--- config.mk ---
export PLATFORM = sky130hd
export DESIGN_NAME = wr_image_reader
export DESIGN_NICKNAME = d
export VERILOG_FILES = /design/src/rtl/vecmem_pkg.sv /design/src/rtl/vec_lane_serializer.sv /design/src/rtl/wr_image_reader.sv
export SDC_FILE = /design/constraint.sdc
export NUM_CORES = 1
export LEC_CHECK = 0
export ABC_AREA = 1
export BUFFER_PORTS_ARGS = -buffer_cell sky130_fd_sc_hd__buf_2
export CAP_MARGIN = 30
export CORE_UTILIZATION = 40
export DETAILED_ROUTE_END_ITERATION = 8
export PLACE_DENSITY = 0.69
export SLEW_MARGIN = 5
export SYNTH_ARGS = -nofsm -noshare
export SYNTH_HDL_FRONTEND = slang
export SYNTH_SLANG_ARGS = --single-unit
--- constraint.sdc ---
create_clock -name CLK -period 1.9 [get_ports CLK]
set_input_delay 0.38 -clock CLK [delete_from_list [all_inputs] [get_ports CLK]]
set_output_delay 0.38 -clock CLK [all_outputs]
set_load 0.01 [all_outputs]
--- src/rtl/vecmem_pkg.sv ---
// Shared types and constants for the vector result memory and its readout engine.
// A memory word is LANES lanes of LANE_W bits each.
package vecmem_pkg;

  localparam int LANES      = 16;
  localparam int LANE_W     = 16;
  localparam int LANE_IDX_W = $clog2(LANES);

  typedef logic [LANES-1:0][LANE_W-1:0] vec_t;

  typedef enum logic [1:0] {
    IDLE,
    RUN,
    DONE
  } rd_state_t;

  // Number of memory vectors that hold a w x h image.
  function automatic int num_vec(input int w, input int h);
    return (w * h) / LANES;
  endfunction

endpackage

--- src/rtl/vec_lane_serializer.sv ---
// Two-deep vector buffer (cur/nxt) that emits the low pixel bits of each lane, lane 0 first.
// o_consumed pulses on the handshake of the last lane of a vector.
module vec_lane_serializer
  import vecmem_pkg::*;
#(
  parameter int PIX_SIZE = 8
) (
  input  logic                CLK,
  input  logic                RST,
  input  logic                i_load,
  input  vec_t                i_load_data,
  input  logic                i_ready,
  output logic                o_valid,
  output logic [PIX_SIZE-1:0] o_pix,
  output logic                o_consumed
);

  logic [LANES-1:0][PIX_SIZE-1:0] w_in_pix;
  logic [LANES-1:0]               w_hi_par;
  logic                           w_unused_hi;
  logic [LANES-1:0][PIX_SIZE-1:0] r_cur;
  logic [LANES-1:0][PIX_SIZE-1:0] r_nxt;
  logic                           r_cur_valid;
  logic                           r_nxt_valid;
  logic [LANE_IDX_W-1:0]          r_lane;
  logic                           w_hs;
  logic                           w_last_lane;
  logic                           w_consume;

  // Only the pixel bits of each lane are buffered; upper lane bits are dropped here.
  genvar gi;
  for (gi = 0; gi < LANES; gi++) begin : g_lane
    assign w_in_pix[gi] = i_load_data[gi][PIX_SIZE-1:0];
    assign w_hi_par[gi] = ^i_load_data[gi][LANE_W-1:PIX_SIZE];
  end
  assign w_unused_hi = ^w_hi_par;

  assign w_hs        = r_cur_valid && i_ready;
  assign w_last_lane = (r_lane == LANE_IDX_W'(LANES - 1));
  assign w_consume   = w_hs && w_last_lane;

  always_ff @(posedge CLK) begin
    if (RST) begin
      r_cur       <= '0;
      r_nxt       <= '0;
      r_cur_valid <= 1'b0;
      r_nxt_valid <= 1'b0;
      r_lane      <= '0;
    end else begin
      if (w_hs) begin
        r_lane <= r_lane + 1'b1;
      end
      if (w_consume) begin
        // A refill landing in the same cycle as the last lane goes straight to cur.
        if (r_nxt_valid) begin
          r_cur       <= r_nxt;
          r_nxt_valid <= 1'b0;
        end else if (i_load) begin
          r_cur <= w_in_pix;
        end else begin
          r_cur_valid <= 1'b0;
        end
      end else if (i_load) begin
        if (!r_cur_valid) begin
          r_cur       <= w_in_pix;
          r_cur_valid <= 1'b1;
        end else begin
          r_nxt       <= w_in_pix;
          r_nxt_valid <= 1'b1;
        end
      end
    end
  end

  assign o_valid    = r_cur_valid;
  assign o_pix      = r_cur[r_lane];
  assign o_consumed = w_consume;

endmodule

--- src/rtl/wr_image_reader.sv ---
// Reads a processed image out of the vector result memory and streams it pixel by pixel.
// Owns the memory read port (mem_req/mem_addr) while a readout is running.
module wr_image_reader
  import vecmem_pkg::*;
#(
  parameter int IMAGE_WIDTH  = 192,
  parameter int IMAGE_HEIGHT = 192,
  parameter int PIX_SIZE     = 8,
  parameter int BASE_ADDR    = 0
) (
  input  logic                CLK,
  input  logic                RST,
  input  logic                start,
  output logic                busy,
  output logic                done,
  output logic                mem_req,
  output logic [15:0]         mem_addr,
  input  vec_t                mem_rd_data,
  output logic [PIX_SIZE-1:0] pix_data,
  output logic                pix_valid,
  input  logic                pix_ready,
  output logic                pix_eol,
  output logic                pix_last
);

  localparam int NUM_VEC = num_vec(IMAGE_WIDTH, IMAGE_HEIGHT);
  localparam int NUM_PIX = IMAGE_WIDTH * IMAGE_HEIGHT;

  if (IMAGE_WIDTH % LANES != 0) begin : g_bad_width
    $error("wr_image_reader: IMAGE_WIDTH must be a multiple of LANES");
  end

  rd_state_t   r_state;
  rd_state_t   w_state_next;
  logic [31:0] r_fetch_cnt;
  logic [31:0] r_pix_cnt;
  logic [31:0] r_col;
  logic [1:0]  r_held;
  logic        r_mem_req;
  logic        r_rd_valid;
  logic [15:0] r_mem_addr;
  logic        w_issue;
  logic        w_hs;
  logic        w_final_hs;
  logic        w_pix_valid;
  logic        w_consumed;
  logic        w_busy;
  logic        w_done;

  // r_held counts buffered vectors; the returning read (r_rd_valid) is counted as
  // already buffered so that cur and nxt can never both be full when it lands.
  assign w_issue = (r_state == RUN) && (r_fetch_cnt < 32'(NUM_VEC)) && !r_mem_req &&
                   ((r_held + {1'b0, r_rd_valid}) < 2'd2);

  assign w_hs       = w_pix_valid && pix_ready;
  assign w_final_hs = w_hs && (r_pix_cnt == 32'(NUM_PIX - 1));

  always_comb begin
    w_state_next = r_state;
    w_busy       = 1'b0;
    w_done       = 1'b0;
    case (r_state)
      IDLE: if (start) w_state_next = RUN;
      RUN: begin
        w_busy = 1'b1;
        if (w_final_hs) w_state_next = DONE;
      end
      DONE: begin
        w_done       = 1'b1;
        w_state_next = IDLE;
      end
      default: w_state_next = IDLE;
    endcase
  end

  always_ff @(posedge CLK) begin
    if (RST) begin
      r_state     <= IDLE;
      r_fetch_cnt <= '0;
      r_pix_cnt   <= '0;
      r_col       <= '0;
      r_held      <= '0;
      r_mem_req   <= 1'b0;
      r_rd_valid  <= 1'b0;
      r_mem_addr  <= 16'(BASE_ADDR);
    end else begin
      r_state    <= w_state_next;
      r_mem_req  <= w_issue;
      r_rd_valid <= r_mem_req;
      if (r_state == IDLE && start) begin
        r_fetch_cnt <= '0;
        r_pix_cnt   <= '0;
        r_col       <= '0;
        r_held      <= '0;
      end
      if (w_issue) begin
        r_mem_addr  <= 16'(BASE_ADDR) + r_fetch_cnt[15:0];
        r_fetch_cnt <= r_fetch_cnt + 32'd1;
      end
      if (w_hs) begin
        r_pix_cnt <= r_pix_cnt + 32'd1;
        r_col     <= (r_col == 32'(IMAGE_WIDTH - 1)) ? 32'd0 : r_col + 32'd1;
      end
      case ({r_rd_valid, w_consumed})
        2'b10:   r_held <= r_held + 2'd1;
        2'b01:   r_held <= r_held - 2'd1;
        default: r_held <= r_held;
      endcase
    end
  end

  vec_lane_serializer #(
    .PIX_SIZE(PIX_SIZE)
  ) u_ser (
    .CLK        (CLK),
    .RST        (RST),
    .i_load     (r_rd_valid),
    .i_load_data(mem_rd_data),
    .i_ready    (pix_ready),
    .o_valid    (w_pix_valid),
    .o_pix      (pix_data),
    .o_consumed (w_consumed)
  );

  assign busy      = w_busy;
  assign done      = w_done;
  assign mem_req   = r_mem_req;
  assign mem_addr  = r_mem_addr;
  assign pix_valid = w_pix_valid;
  assign pix_eol   = w_pix_valid && (r_col == 32'(IMAGE_WIDTH - 1));
  assign pix_last  = w_pix_valid && (r_pix_cnt == 32'(NUM_PIX - 1));

endmodule
# == Yosys cells after proc, flatten, opt, wreduce, memory -nomap -nowiden ==
# Index checks and enable logic that the tools add are counted.
# totals
regBits,380
latch_bits,0
ramBits,0
rom_bits,0
wordCells,110
mem_count,0
# classes
addsub,7
multipliers,0
div_mod_pow,0
magnitude_cmp,3
n_eq_ne,12
shift,0
muxes,22
bitwise,1
reduce_logical,22
# ops
op,count
$mux 128,5
$mux 32,5
$add 32x1->32 const B,3
$bmux 8 s4,1
$eq 32x16->1 const B,1
$eq 32x8->1 const B,1
$lt 32x12->1 const B,1
$ne 2x2->1 const B,5
$reduce_bool 2->1,5
$logic_and 1x1->1,9
$reduce_and 3->1,3
$mux 8,1
$pmux 2 s2,2
$mux 1,6
$lt 4x5->1 const B,1
$add 4x1->4 const B,1
$eq 2x1->1 const B,2
$eq 2x2->1 const B,2
$eq 4x4->1 const B,1
$mux 2,2
$reduce_and 2->1,2
$add 2x1->2,1
$add 2x1->2 const B,1
$logic_not 2->1,1
other kinds (5),5

# == Longest topological paths before layout ==
# Gate-level depths: netlist (run 1).
# depth
ltp_word,5
mapped_depth,10
ltp_nobuf,10

# == Modules after synthesis ==
# A second synthesis (run 1) with hierarchy kept.
# hier_totals
cells_unflattened,3111
hier_area_um2,19633.8
# modules_own_cells
mod,instances,cells_per_inst,area_each_um2
vec_lane_serializer,1,2096,13285.2
wr_image_reader,1,1015,6348.6

# == Worst setup path before layout (run 1) ==
# Ideal clock, no wire load.
# synth_timing
path_type,register -> register
from,register u_ser.r_lane[0]
to,register u_ser.r_nxt[125] (netlist name)
arrival_ns,1.848
setup_slack_ns,-0.018
path_stages_with_launch,11
n_path_buf,2
period_less_slack_ns,1.918
cell_sequence,dfxtp_1 > ha_1 > nand3_1 > nor2_4 > inv_1 > ha_1 > nand2_1 > clkbuf_1 > clkbuf_1 > o21ai_0 > a21oi_1
# synth_between
elab_chain_len,4
# synth_rtl
element,line,source
start: declaration,vec_lane_serializer.sv:25,logic [LANE_IDX_W-1:0] r_lane;
start signal: assignment,vec_lane_serializer.sv:51,r_lane <= r_lane + 1'b1;
$eq 4x4->1,vec_lane_serializer.sv:39,assign w_last_lane = (r_lane == LANE_IDX_W'(LANES - 1));
$logic_and 1x1->1,vec_lane_serializer.sv:40,assign w_consume = w_hs && w_last_lane;
$not 1->1 (no source line),--,
$reduce_and 3->1 (no source line),--,
end signal: assignment,vec_lane_serializer.sv:68,r_nxt <= w_in_pix;
end: declaration,vec_lane_serializer.sv:22,logic [LANES-1:0][PIX_SIZE-1:0] r_nxt;
# Every way passes these cells.
# A chain may end at the register's enable or synchronous reset.

# == Worst setup path after layout (run 1) ==
# layout_timing
from,register u_ser.r_lane[0]
to,output port pix_data[1]
# layout_between
elab_chain_len,2
# layout_rtl
element,line,source
$bmux 8 s4,vec_lane_serializer.sv:76,assign o_pix = r_cur[r_lane];
$mux 8 (not written as such),vec_lane_serializer.sv:76,
end: declaration,wr_image_reader.sv:19,"output logic [PIX_SIZE-1:0] pix_data,"
# Every way passes these cells. The select of a mux whose other input is x is not followed.

==> results, run 1 <==
- The critical path endpoint category is an output pin.
- Setup repair after global routing could not meet its margin everywhere.
- The TritonCTS clock tree is built.
- The per-cell routed wire length is 15.7 µm.
- The number of routed nets with antenna violations is 0.
- The beginning of the worst register-to-register path is u_ser.r_lane[0].
- The finished layout cell area is 23100 µm².
- Derived from the worst setup path, the maximum achievable clock frequency is 406 MHz.
- The cell accounting for the most synthesized area is sky130_fd_sc_hd__dfxtp_1.
- The share of flip-flops with an asynchronous set or reset after synthesis is 0.
- The most critical setup path has its startpoint at u_ser.r_lane[0].
- The post-route minimum period is 2470 ps.
- For this run, the register share of the synthesized area comes to 0.426.
- The initial utilization of the core area, before any placement, comes to 0.404.
- The tool flagged a number of max-cap violations equal to 0.
- When the netlist entered floorplanning its net count stood at 2915.
- In the global route stage, overall resource usage came out at 0.230.
- Along the worst path, the maximum fanout reaches 7.
- The final-stage net count is 3113.
- The iteration count of the initial detailed-routing pass is 5.
- The source of the worst hold timing path is mem_rd_data[83].
- STA puts the critical path data required time at 1520 ps.
- In the global route stage, met2 resource usage came out at 0.387.
- The total die area is 45500 µm².
- The critical path class is reg -> out.
- The overall die height is 213 µm.
- The DRC violations left is 0.
- For this run, global-route usage on met1 was measured as 0.292.
- The routability-driven placement congestion ratio is 0.906.
- Data on the critical path arrives at its endpoint at 2090 ps.
- The number of buffers created by CTS is 44.
- The worst relative slew slack is 0.704.
- The number of flops mapped to enable cells by yosys is 0.
- The detailed router finished its first iteration with 1385 violations.
- The count of standard-cell rows is 77.
- After detailed routing, the total wire length is 54.6 mm.
- The number of H-tree branching levels is 2.
- The maximum number of pins on one net before global-route repair is 83.
- The number of global-route vias before repair is 16750.
- The worst min-delay path class is in -> reg.
- Detailed placement ended at an HPWL of 33.4 mm.
- The dominant register cell in the synthesized netlist is sky130_fd_sc_hd__dfxtp_1.
- The overall overflow remaining after global route is 0.
- The number of unique standard cell types used by synthesis is 40.
- The total negative slack for setup checks is -48700 ps.
- The startpoint kind of the worst setup timing path is a flop.
- Counting tap cells, the placed design contains a total of 3335 instances.
- The leading cell type in the layout, fill and taps excluded is sky130_fd_sc_hd__o21ai_0.
- The fraction of final layout cells with drive strength greater than 1 is 0.178.
- The width of the die is 213 µm.
- The core region is 44100 µm².
- Dividing the final minimum period by the clock period gives 1.30.
- The count of final max-slew check failures is 0.
- The post-synthesis instance total is 2647.
- The finished layout holds 3469 standard cells, fillers aside.
- The first-pass GRT wire length is 84.3 mm.
- Relative to the synthesized area, the layout overhead comes to 29.4%.
- The fraction of synthesized cell area taken by the top area cell type is 0.426.
- The met3 track utilization from global routing is 0.0407.
- The register bit count reported by yosys is 380.
- The maximum buffer depth of the clock tree is 3.
- At the pin with the least slew margin, the transition time is 440 ps.
- In the layout the commonest cells are 430 x sky130_fd_sc_hd__o21ai_0, 405 x sky130_fd_sc_hd__nand2_1, 365 x sky130_fd_sc_hd__dfxtp_1.
- The total power draw is 18.1 mW.
- For this design the ratio of total power to cell area is 783 nW/µm².
- After synthesis, the cell types taking the most area are sky130_fd_sc_hd__dfxtp_1 43%, sky130_fd_sc_hd__o21ai_0 13%, sky130_fd_sc_hd__a21oi_1 8.9%.
- On the final layout, the worst clock skew is 29.5 ps.
- The tightest hold margin is 85.9 ps.
- The number of port buffers is 161.
- The checks that failed: setup timing.
- The clock net in this run drives a total of 380 sinks.
- The busiest layer in global routing is met2.
- The number of antenna violations at the first check in global routing is 1.
- The total standard cell area after synthesis is 17800 µm².
- The run finished, with violations left.
- The leakage power figure is 9.56 nW.
- Clock-pin slew was measured on the worst setup and hold paths at 60 ps.
- VDD sags by at most 583 µV.
- The via count of the routed design is 18169.
- The hold violation count in the final report is 0.
- The worst-skew pair later-pin latency is 590 ps.
- The final worst-path setup slack is -565 ps.
- The tree is rooted in a sky130_fd_sc_hd__clkbuf_16.
- After synthesis, the mean cell area works out to 6.74 µm².
- Using the TritonRoute via totals, the vias-per-cell ratio works out to 5.24.
- The total cell area at the placement stage is 19800 µm².
- The total of warnings raised by yosys is 0.
- The layout has 4233 filler cells.
- Setup violations remaining at the end of the flow were counted as 265.
- The top-level I/O count is 290.
## sequential cells by signal (all words and copies together) (netlist names)
register / cells
u_ser.r_cur: 128
u_ser.r_nxt: 128
r_col: 32
r_fetch_cnt: 32
r_pix_cnt: 32
mem_addr: 16
u_ser.r_lane: 4
r_held: 2
r_state: 2
mem_req: 1
r_rd_valid: 1
u_ser.o_valid: 1
u_ser.r_nxt_valid: 1
## repair_timing
item,4_1_cts,5_1_grt
cloned,22,6
hold buffers,0,0
pin swaps,47,20
endpoints found under the setup margin,265,274
buffers inserted,26,5
gates resized for setup,180,63
## cell usage after synthesis, types with 4 or more instances
library cell / number
sky130_fd_sc_hd__nor2_1: 281
sky130_fd_sc_hd__nand2_1: 411
sky130_fd_sc_hd__nor4_1: 6
sky130_fd_sc_hd__buf_1: 8
sky130_fd_sc_hd__o21ai_0: 466
sky130_fd_sc_hd__nand4_1: 31
sky130_fd_sc_hd__or2_2: 4
sky130_fd_sc_hd__o211ai_1: 7
sky130_fd_sc_hd__nor3_1: 16
sky130_fd_sc_hd__o221ai_1: 26
sky130_fd_sc_hd__buf_2: 25
sky130_fd_sc_hd__clkbuf_1: 118
sky130_fd_sc_hd__o21ai_1: 26
sky130_fd_sc_hd__xor2_1: 5
sky130_fd_sc_hd__a22oi_1: 4
sky130_fd_sc_hd__ha_1: 8
sky130_fd_sc_hd__and3_1: 4
sky130_fd_sc_hd__nand3_1: 99
sky130_fd_sc_hd__buf_4: 14
sky130_fd_sc_hd__inv_1: 360
sky130_fd_sc_hd__dfxtp_1: 380
sky130_fd_sc_hd__a21oi_1: 317
sky130_fd_sc_hd__nor2_2: 4
## layout make-up
class | instances | area (µm²) | area share
clock inverter | 14 | 188 | 0.00813
inverter | 364 | 1400 | 0.0606
clock buffer | 63 | 1270 | 0.0552
tap | 592 | 741 | 0.0321
multi-input combinational | 1736 | 8680 | 0.376
sequential | 380 | 7630 | 0.331
antenna | 1 | 2.50 | 0.000108
timing repair buffer | 319 | 3170 | 0.137
## layer usage
layer | vias up | wire length, µm
li1 | 9079 | -
met1 | 8452 | 23700
met2 | 530 | 25800
met3 | 108 | 3320
met4 | 0 | 1790
met5 | - | 0
## path summary, 6_finish.rpt
check                           cells past startpoint  slack [ps]               to
worst max-delay path                                9        -570      pix_data[1]
worst min-delay path                                3          90  u_ser.r_nxt[43]
worst max register to register                     13        -340  u_ser.r_cur[78]
worst min register to register                      2         440  r_fetch_cnt[13]
## report_power, final
part | internal (mW) | switching, mW
Clock | 5.20 | 3.47
Sequential | 8.04 | 0.0415
Combinational | 0.531 | 0.805
## through the flow
stage          utilization  worst slack [ps]
5_1_grt              0.523              -607
3_5_place_dp         0.449              -241
2_1_floorplan            -              27.4
6_report             0.523              -565
4_1_cts              0.516              -565
3_3_place_gp         0.449              -199
## logic make-up after synthesis
| group | Yosys count | share of synthesized area |
|---|---|---|
| xor gates and xnor gates | 7 | 0.00344 |
| adders and majority gates | 8 | 0.00561 |
| DFF | 380 | 0.426 |
| and+or+nand+nor | 863 | 0.198 |
| buffers and inverters | 531 | 0.117 |
| AOI/OAI and AO/OA | 858 | 0.249 |
## critical path: stages, from the launching register on
cell and delay, ps:
sky130_fd_sc_hd__dfxtp_2 350, sky130_fd_sc_hd__buf_6 140, sky130_fd_sc_hd__buf_12 130, sky130_fd_sc_hd__buf_12 110, sky130_fd_sc_hd__buf_16 140, sky130_fd_sc_hd__o21ai_2 60, sky130_fd_sc_hd__o221ai_2 230, sky130_fd_sc_hd__nand3_1 130
sky130_fd_sc_hd__nand2_1 100, sky130_fd_sc_hd__buf_6 120
Note: power is estimated with default switching activity, not from simulation.
==> inputs of run 2 (changes only) <==
--- a/config.mk
+++ b/config.mk
@@ -9,6 +9,7 @@
 export BUFFER_PORTS_ARGS = -buffer_cell sky130_fd_sc_hd__buf_2
 export CAP_MARGIN = 30
 export CORE_UTILIZATION = 40
+export CTS_BUF_LIST = sky130_fd_sc_hd__clkbuf_16
 export DETAILED_ROUTE_END_ITERATION = 8
 export PLACE_DENSITY = 0.69
 export SLEW_MARGIN = 5
==> results, run 2 (synthesized netlist as in run 1, its figures left out) <==
- The run finished, with violations left.
- The checks that failed: setup timing.
- The number of cells in the finished layout apart from fillers is 3466.
- The finished layout cell area is 22900 µm².
- Of the cells placed in the final design, the portion with a size suffix greater than 1 is 0.171.
- The count of buffers added on input and output ports is 161.
- The final worst-path setup slack is -579 ps.
- The total overflow left after global routing is 0.
- Along the worst path, the maximum fanout reaches 18.
- Entering global routing, the biggest net connects 83 pins.
- Across all register-to-register paths, the minimum setup slack is -380 ps.
- The effective utilization at floorplan is 0.404.
- The peak supply drop is 575 µV.
- The leading cell type in the layout, fill and taps excluded is sky130_fd_sc_hd__o21ai_0.
- The first global-routing pass estimated 83.5 mm of wire.
- The routed design could run at a clock period as short as 2480 ps.
- The number of antenna violations at the first check in global routing is 1.
- The count of final max-slew check failures was 0.
- The critical path in this run is classified as reg -> out.
- For this run, the top clock speed supported by timing is 403 MHz.
- For hold timing, the worst endpoint is u_ser.r_nxt[43].
- The post-placement cell count is 3335.
- Once detailed placement completed, the half-perimeter wirelength came to 33.4 mm.
- The clock net in this run drives a total of 380 sinks.
- The number of setup violations in the final report is 266.
- The worst-skew pair later-pin latency is 590 ps.
- The source of the worst hold timing path is mem_rd_data[83].
- In this run the static leakage power is 9.52 nW.
- Data on the critical path arrives at its endpoint at 2100 ps.
- The part of the cycle the worst path needs is 1.30.
- The slew at the pin with the worst max-slew slack is 440 ps.
- The iteration count of the initial detailed-routing pass is 5.
- The largest registers in the layout are u_ser.r_cur x128, u_ser.r_nxt x128.
- The maximum buffer depth of the clock tree is 3.
- The routed layout has 18105 vias.
- The critical path endpoint category is an output pin.
- In this run the count of I/O pins placed on the die edge is 290.
- The worst hold path was traced through 3 stages.
- After detailed routing, the number of remaining DRC violations is 0.
- Using the TritonRoute via totals, the vias-per-cell ratio works out to 5.22.
- The number of design-rule violations left by the first detailed-router iteration is 1414.
- The total die area is 45500 µm².
- Once detail routing completed, the nets flagged for antenna violations numbered 0.
- Adding up every negative setup slack in the final design gives -55260 ps.
- The clock arrives with 27.0 ps of skew.
- At the end of the flow the core is filled with cells to 0.519.
- The die is 213 µm tall.
- In this run the cell area measured after placement is 19800 µm².
- The clock root buffer is sky130_fd_sc_hd__clkbuf_16.
- The tightest min-delay check is of the in -> reg type.
- The number of global-route vias before repair is 16700.
- The overall routing resource usage is 0.228.
- The final layout contains 3110 nets.
- The number of clock buffers added by TritonCTS is 44.
- For the worst setup path, the data required time is 1520 ps.
- After detailed routing, the average wire length per cell comes to 15.4 µm.
- The hold violation count in the final report is 0.
- The clock tree synthesis step divided the H-tree into 2 levels.
- Leaving out fill and tap cells, the most frequent cells in the layout are 432 x sky130_fd_sc_hd__o21ai_0, 405 x sky130_fd_sc_hd__nand2_1, 365 x sky130_fd_sc_hd__dfxtp_1.
- The max-cap violation count is 0.
- The worst pin sits at a relative slew slack of 0.704.
- The total power density per cell area is 773 nW/µm².
- The endpoint of the lowest-slack register-to-register path is u_ser.r_cur[78].
- The initialized floorplan defines 77 standard-cell rows.
- STA classifies the critical path startpoint as a flop.
- At the end of routability-driven placement, the weighted congestion stood at 0.906.
- The area growth from synthesis to layout is 28.3%.
- The pre-CTS worst setup slack is -241 ps.
- After detailed routing, the total wire length is 53.4 mm.
- TritonCTS built the clock tree.
- The tightest hold margin is 88.6 ps.
- In this run the critical register-to-register path is launched from u_ser.r_lane[0].
- The completed layout was analyzed and its total power is 17.7 mW.
- The clock-pin slew reported for the worst setup and hold paths after clock tree synthesis is 60 ps.
- The floorplan step defined a core boundary enclosing 44100 µm².
- Setup repair after global routing could not meet its margin everywhere.
- The width of the die is 213 µm.
- Measured in cells, the most critical reg-to-reg path has a length of 13.
## run 2: final cells by class
type	count	area, µm²
repair buffers	315	3070
inverters	364	1420
repair inverters	1	16.3
well taps	592	741
clock buffers	45	1130
diodes	1	2.50
fillers	4267	21200
clock inverters	32	255
flip-flops and latches	380	7640
multi-input cells	1736	8630
## run 2: report_power, final
| part | switching, mW | internal [mW] |
|---|---|---|
| sequential | 0.0413 | 8.04 |
| clock | 3.45 | 4.82 |
| combinational | 0.801 | 0.535 |
| total | 4.29 | 13.4 |
## run 2: how the worst max path moves through the flow
stage / from / endpoint / cells after the start
final: u_ser.r_lane[0] / pix_data[3] / 7
after global routing: u_ser.r_lane[0] / pix_data[0] / 8
after CTS: u_ser.r_lane[0] / pix_data[3] / 8
after detailed placement: u_ser.r_lane[1] / u_ser.r_cur[91] / 10
after global placement: u_ser.r_lane[1] / u_ser.r_cur[72] / 10
after floorplan: u_ser.r_lane[0] / u_ser.r_nxt[0] / 9
## run 2: critical path: stages (launching register included)
cell                        delay (ps)
sky130_fd_sc_hd__dfxtp_4           350
sky130_fd_sc_hd__buf_4             180
sky130_fd_sc_hd__clkbuf_16         200
sky130_fd_sc_hd__nor2_2            180
sky130_fd_sc_hd__o22ai_4           110
sky130_fd_sc_hd__o211ai_1          260
sky130_fd_sc_hd__nand2_1           110
sky130_fd_sc_hd__buf_6             140
## run 2: layer usage
layer	GRT usage	vias to the layer above	routed length (µm)
met5	0	-	0
met4	0.0889	0	1640
met3	0.0394	107	3120
met2	0.379	499	25400
met1	0.292	8445	23200
li1	-	9054	-
## run 2: timing repair
action / CTS / global route
setup endpoints to repair: 264 / 273
resized for setup: 135 / 91
pin swaps: 38 / 34
setup buffers: 25 / 5
hold buffers: 0 / 0
gates cloned: 21 / 4
==> inputs of run 3 (changes only) <==
--- a/config.mk
+++ b/config.mk
@@ -6,7 +6,7 @@
 export NUM_CORES = 1
 export LEC_CHECK = 0
 export ABC_AREA = 1
-export BUFFER_PORTS_ARGS = -buffer_cell sky130_fd_sc_hd__buf_2
+export BUFFER_PORTS_ARGS = -buffer_cell sky130_fd_sc_hd__clkbuf_2
 export CAP_MARGIN = 30
 export CORE_UTILIZATION = 40
 export CTS_BUF_LIST = sky130_fd_sc_hd__clkbuf_16
==> results, run 3 (synthesized netlist as in run 1, its figures left out) <==
- The flow ran to the end, but the final reports show violations.
- The final reports fail on setup timing.
- The data required time of the critical path is 1520 ps.
- The count of standard-cell rows is 77.
- The die covers 45500 µm².
- In the global route stage, met2 resource usage came out at 0.378.
- Dividing the detail-routed wire length by the instance count gives 18.0 µm.
- The design draws 18.1 mW.
- The critical path endpoint category is an output pin.
- The final worst-path setup slack is -576 ps.
- For the final database, setup skew stands at 24.2 ps.
- The routability-driven placement congestion ratio is 0.883.
- The max-cap violation count is 0.
- The worst setup path is launched from a flop.
- The count of final max-slew check failures is 0.
- In the layout the commonest cells are 406 x sky130_fd_sc_hd__nand2_1, 365 x sky130_fd_sc_hd__dfxtp_1, 364 x sky130_fd_sc_hd__inv_1.
- The met3 track utilization from global routing is 0.0446.
- The final HPWL from detailed placement is 34.9 mm.
- The part of the cycle the worst path needs is 1.30.
- The leakage power figure is 10.5 nW.
- The library cell used most frequently in the layout, excluding fill and tap cells, is sky130_fd_sc_hd__nand2_1.
- Clock tree synthesis selected as its root buffer the cell sky130_fd_sc_hd__clkbuf_16.
- The busiest layer in global routing is met2.
- The filler cells instantiated in the layout total 3779.
- Setup repair after global routing could not meet its margin everywhere.
- The peak supply drop is 540 µV.
- The peak fanout along the critical path is 11.
- Counting along the longest clock path gives a buffer depth of 3.
- Power spread over the standard cell area amounts to 695 nW/µm².
- The via count of the routed design is 19496.
- In the final design database the tool counted 3219 nets.
- Measured in cells, the most critical reg-to-reg path has a length of 12.
- The TritonCTS clock tree is built.
- After detailed routing, the number of vias per cell comes to 5.45.
- Summed over all layers, the routed wires come to 64.4 mm.
- The number of routed nets with antenna violations is 0.
- The number of antenna violations at the first check in global routing came to 1.
- The first global-routing pass estimated 85.2 mm of wire.
- In the global route stage, overall resource usage came out at 0.233.
- The number of buffers created by CTS is 44.
- The clock reaches the later pin of the worst-skew pair after 580 ps.
- The H-tree was split into 2 levels.
- The hold violation count in the final report is 0.
- In the routed design, unresolved DRC markers number 0.
- The overall overflow remaining after global route is 0.
- In this run the cell area measured after placement is 20000 µm².
- CTS saw 380 sinks.
- For the pin with the worst max-slew slack, the measured transition is 727 ps.
- The post-route minimum period is 2480 ps.
- The maximum operating frequency is 404 MHz.
- From bottom edge to top edge, the die measures 213 µm.
- The critical path is of the reg -> out type.
- The number of setup violations in the final report is 258.
- The worst hold path passes through 3 cells.
- Relative to the synthesized area, the layout overhead comes to 46.3%.
- After routing the design area is 26100 µm².
- The detailed router finished its first iteration with 1699 violations.
- Clock-pin slew was measured on the worst setup and hold paths at 60 ps.
- The maximum number of pins on one net before global-route repair is 97.
- The number of port buffers is 161.
- The largest registers in the layout are u_ser.r_cur x128, u_ser.r_nxt x128.
- The global-route met1 utilization is 0.303.
- For this configuration, the core starts out at a cell density of 0.404.
- After floorplanning, the core was sized to cover 44100 µm².
- For this design the top-level I/O count stands at 290.
- The worst min-delay path class is in -> reg.
- The arrival time at the worst endpoint is 2100 ps.
- The number of global-route vias before repair is 16922.
- The width of the die is 213 µm.
- The pre-antenna-repair detailed-routing pass consisted of 6 iterations.
- The worst relative slew slack is 0.515.
- Of the cells placed in the final design, the portion with a size suffix greater than 1 is 0.313.
[run 3: changes by cell type in the layout (fill, tap and decap cells not counted), moves of 20 or more]
cell	delta
sky130_fd_sc_hd__a21oi_1	-133
sky130_fd_sc_hd__o21ai_2	+176
sky130_fd_sc_hd__o21ai_1	+37
sky130_fd_sc_hd__buf_12	+25
sky130_fd_sc_hd__a21oi_2	+133
sky130_fd_sc_hd__buf_6	+25
sky130_fd_sc_hd__buf_2	-152
sky130_fd_sc_hd__buf_8	+20
sky130_fd_sc_hd__o21ai_4	+28
sky130_fd_sc_hd__clkbuf_16	+39
sky130_fd_sc_hd__clkbuf_2	+152
sky130_fd_sc_hd__o21ai_0	-241
[run 3: report_power, final]
part	internal (mW)	switching, mW	total [mW]
logic	0.606	0.970	1.58
registers	8.04	0.0504	8.09
clock network	4.91	3.56	8.48
[run 3: what timing repair did]
action | CTS | global route
endpoints found under the setup margin | 264 | 280
setup buffers | 25 | 56
hold buffers | 0 | 0
gates resized for setup | 148 | 757
pin swaps | 39 | 50
gates cloned | 14 | 55
[run 3: worst max-delay path: stages (launching register included)]
cell,delay [ps]
sky130_fd_sc_hd__dfxtp_1,480
sky130_fd_sc_hd__clkinv_2,220
sky130_fd_sc_hd__buf_12,200
sky130_fd_sc_hd__o221ai_1,100
sky130_fd_sc_hd__nand3_1,220
sky130_fd_sc_hd__nand2_1,140
sky130_fd_sc_hd__clkbuf_8,150
[run 3: through the flow]
stage	worst slack (ps)	hold slack, ps	utilization	setup TNS (ps)	instances
6_report	-576	80.1	0.592	-77790	3578
5_1_grt	-586	88.9	0.592	-95280	3578
4_1_cts	-531	80.0	0.510	-80810	3475
3_5_place_dp	-242	429	0.453	-37290	3356
3_3_place_gp	-187	426	0.453	-30490	3356
2_1_floorplan	27.4	416	-	0	2647
[run 3: worst paths after layout]
check                   startpoint              end  slack, ps
setup / recovery   u_ser.r_lane[2]      pix_data[1]       -580
hold / removal    mem_rd_data[129]  u_ser.r_nxt[65]         80
setup reg to reg   u_ser.r_lane[0]  u_ser.r_cur[99]       -460
hold reg to reg    r_fetch_cnt[24]  r_fetch_cnt[24]        440
[run 3: metal layers]
metal | vias to the layer above | share of wire
li1 | 9327 | -
met5 | - | 0
met3 | 168 | 0.070
met1 | 9273 | 0.43
met4 | 0 | 0.034
met2 | 728 | 0.47
[run 3: final cells by class]
cell class	count	area, µm²	area share
clock inverter	34	267	0.0102
antenna	1	2.50	0.0000958
sequential	380	7630	0.292
timing repair buffer	424	4830	0.185
inverter	364	1400	0.0534
clock buffer	46	1150	0.0441
multi-input combinational	1737	10100	0.387
tap	592	741	0.0284
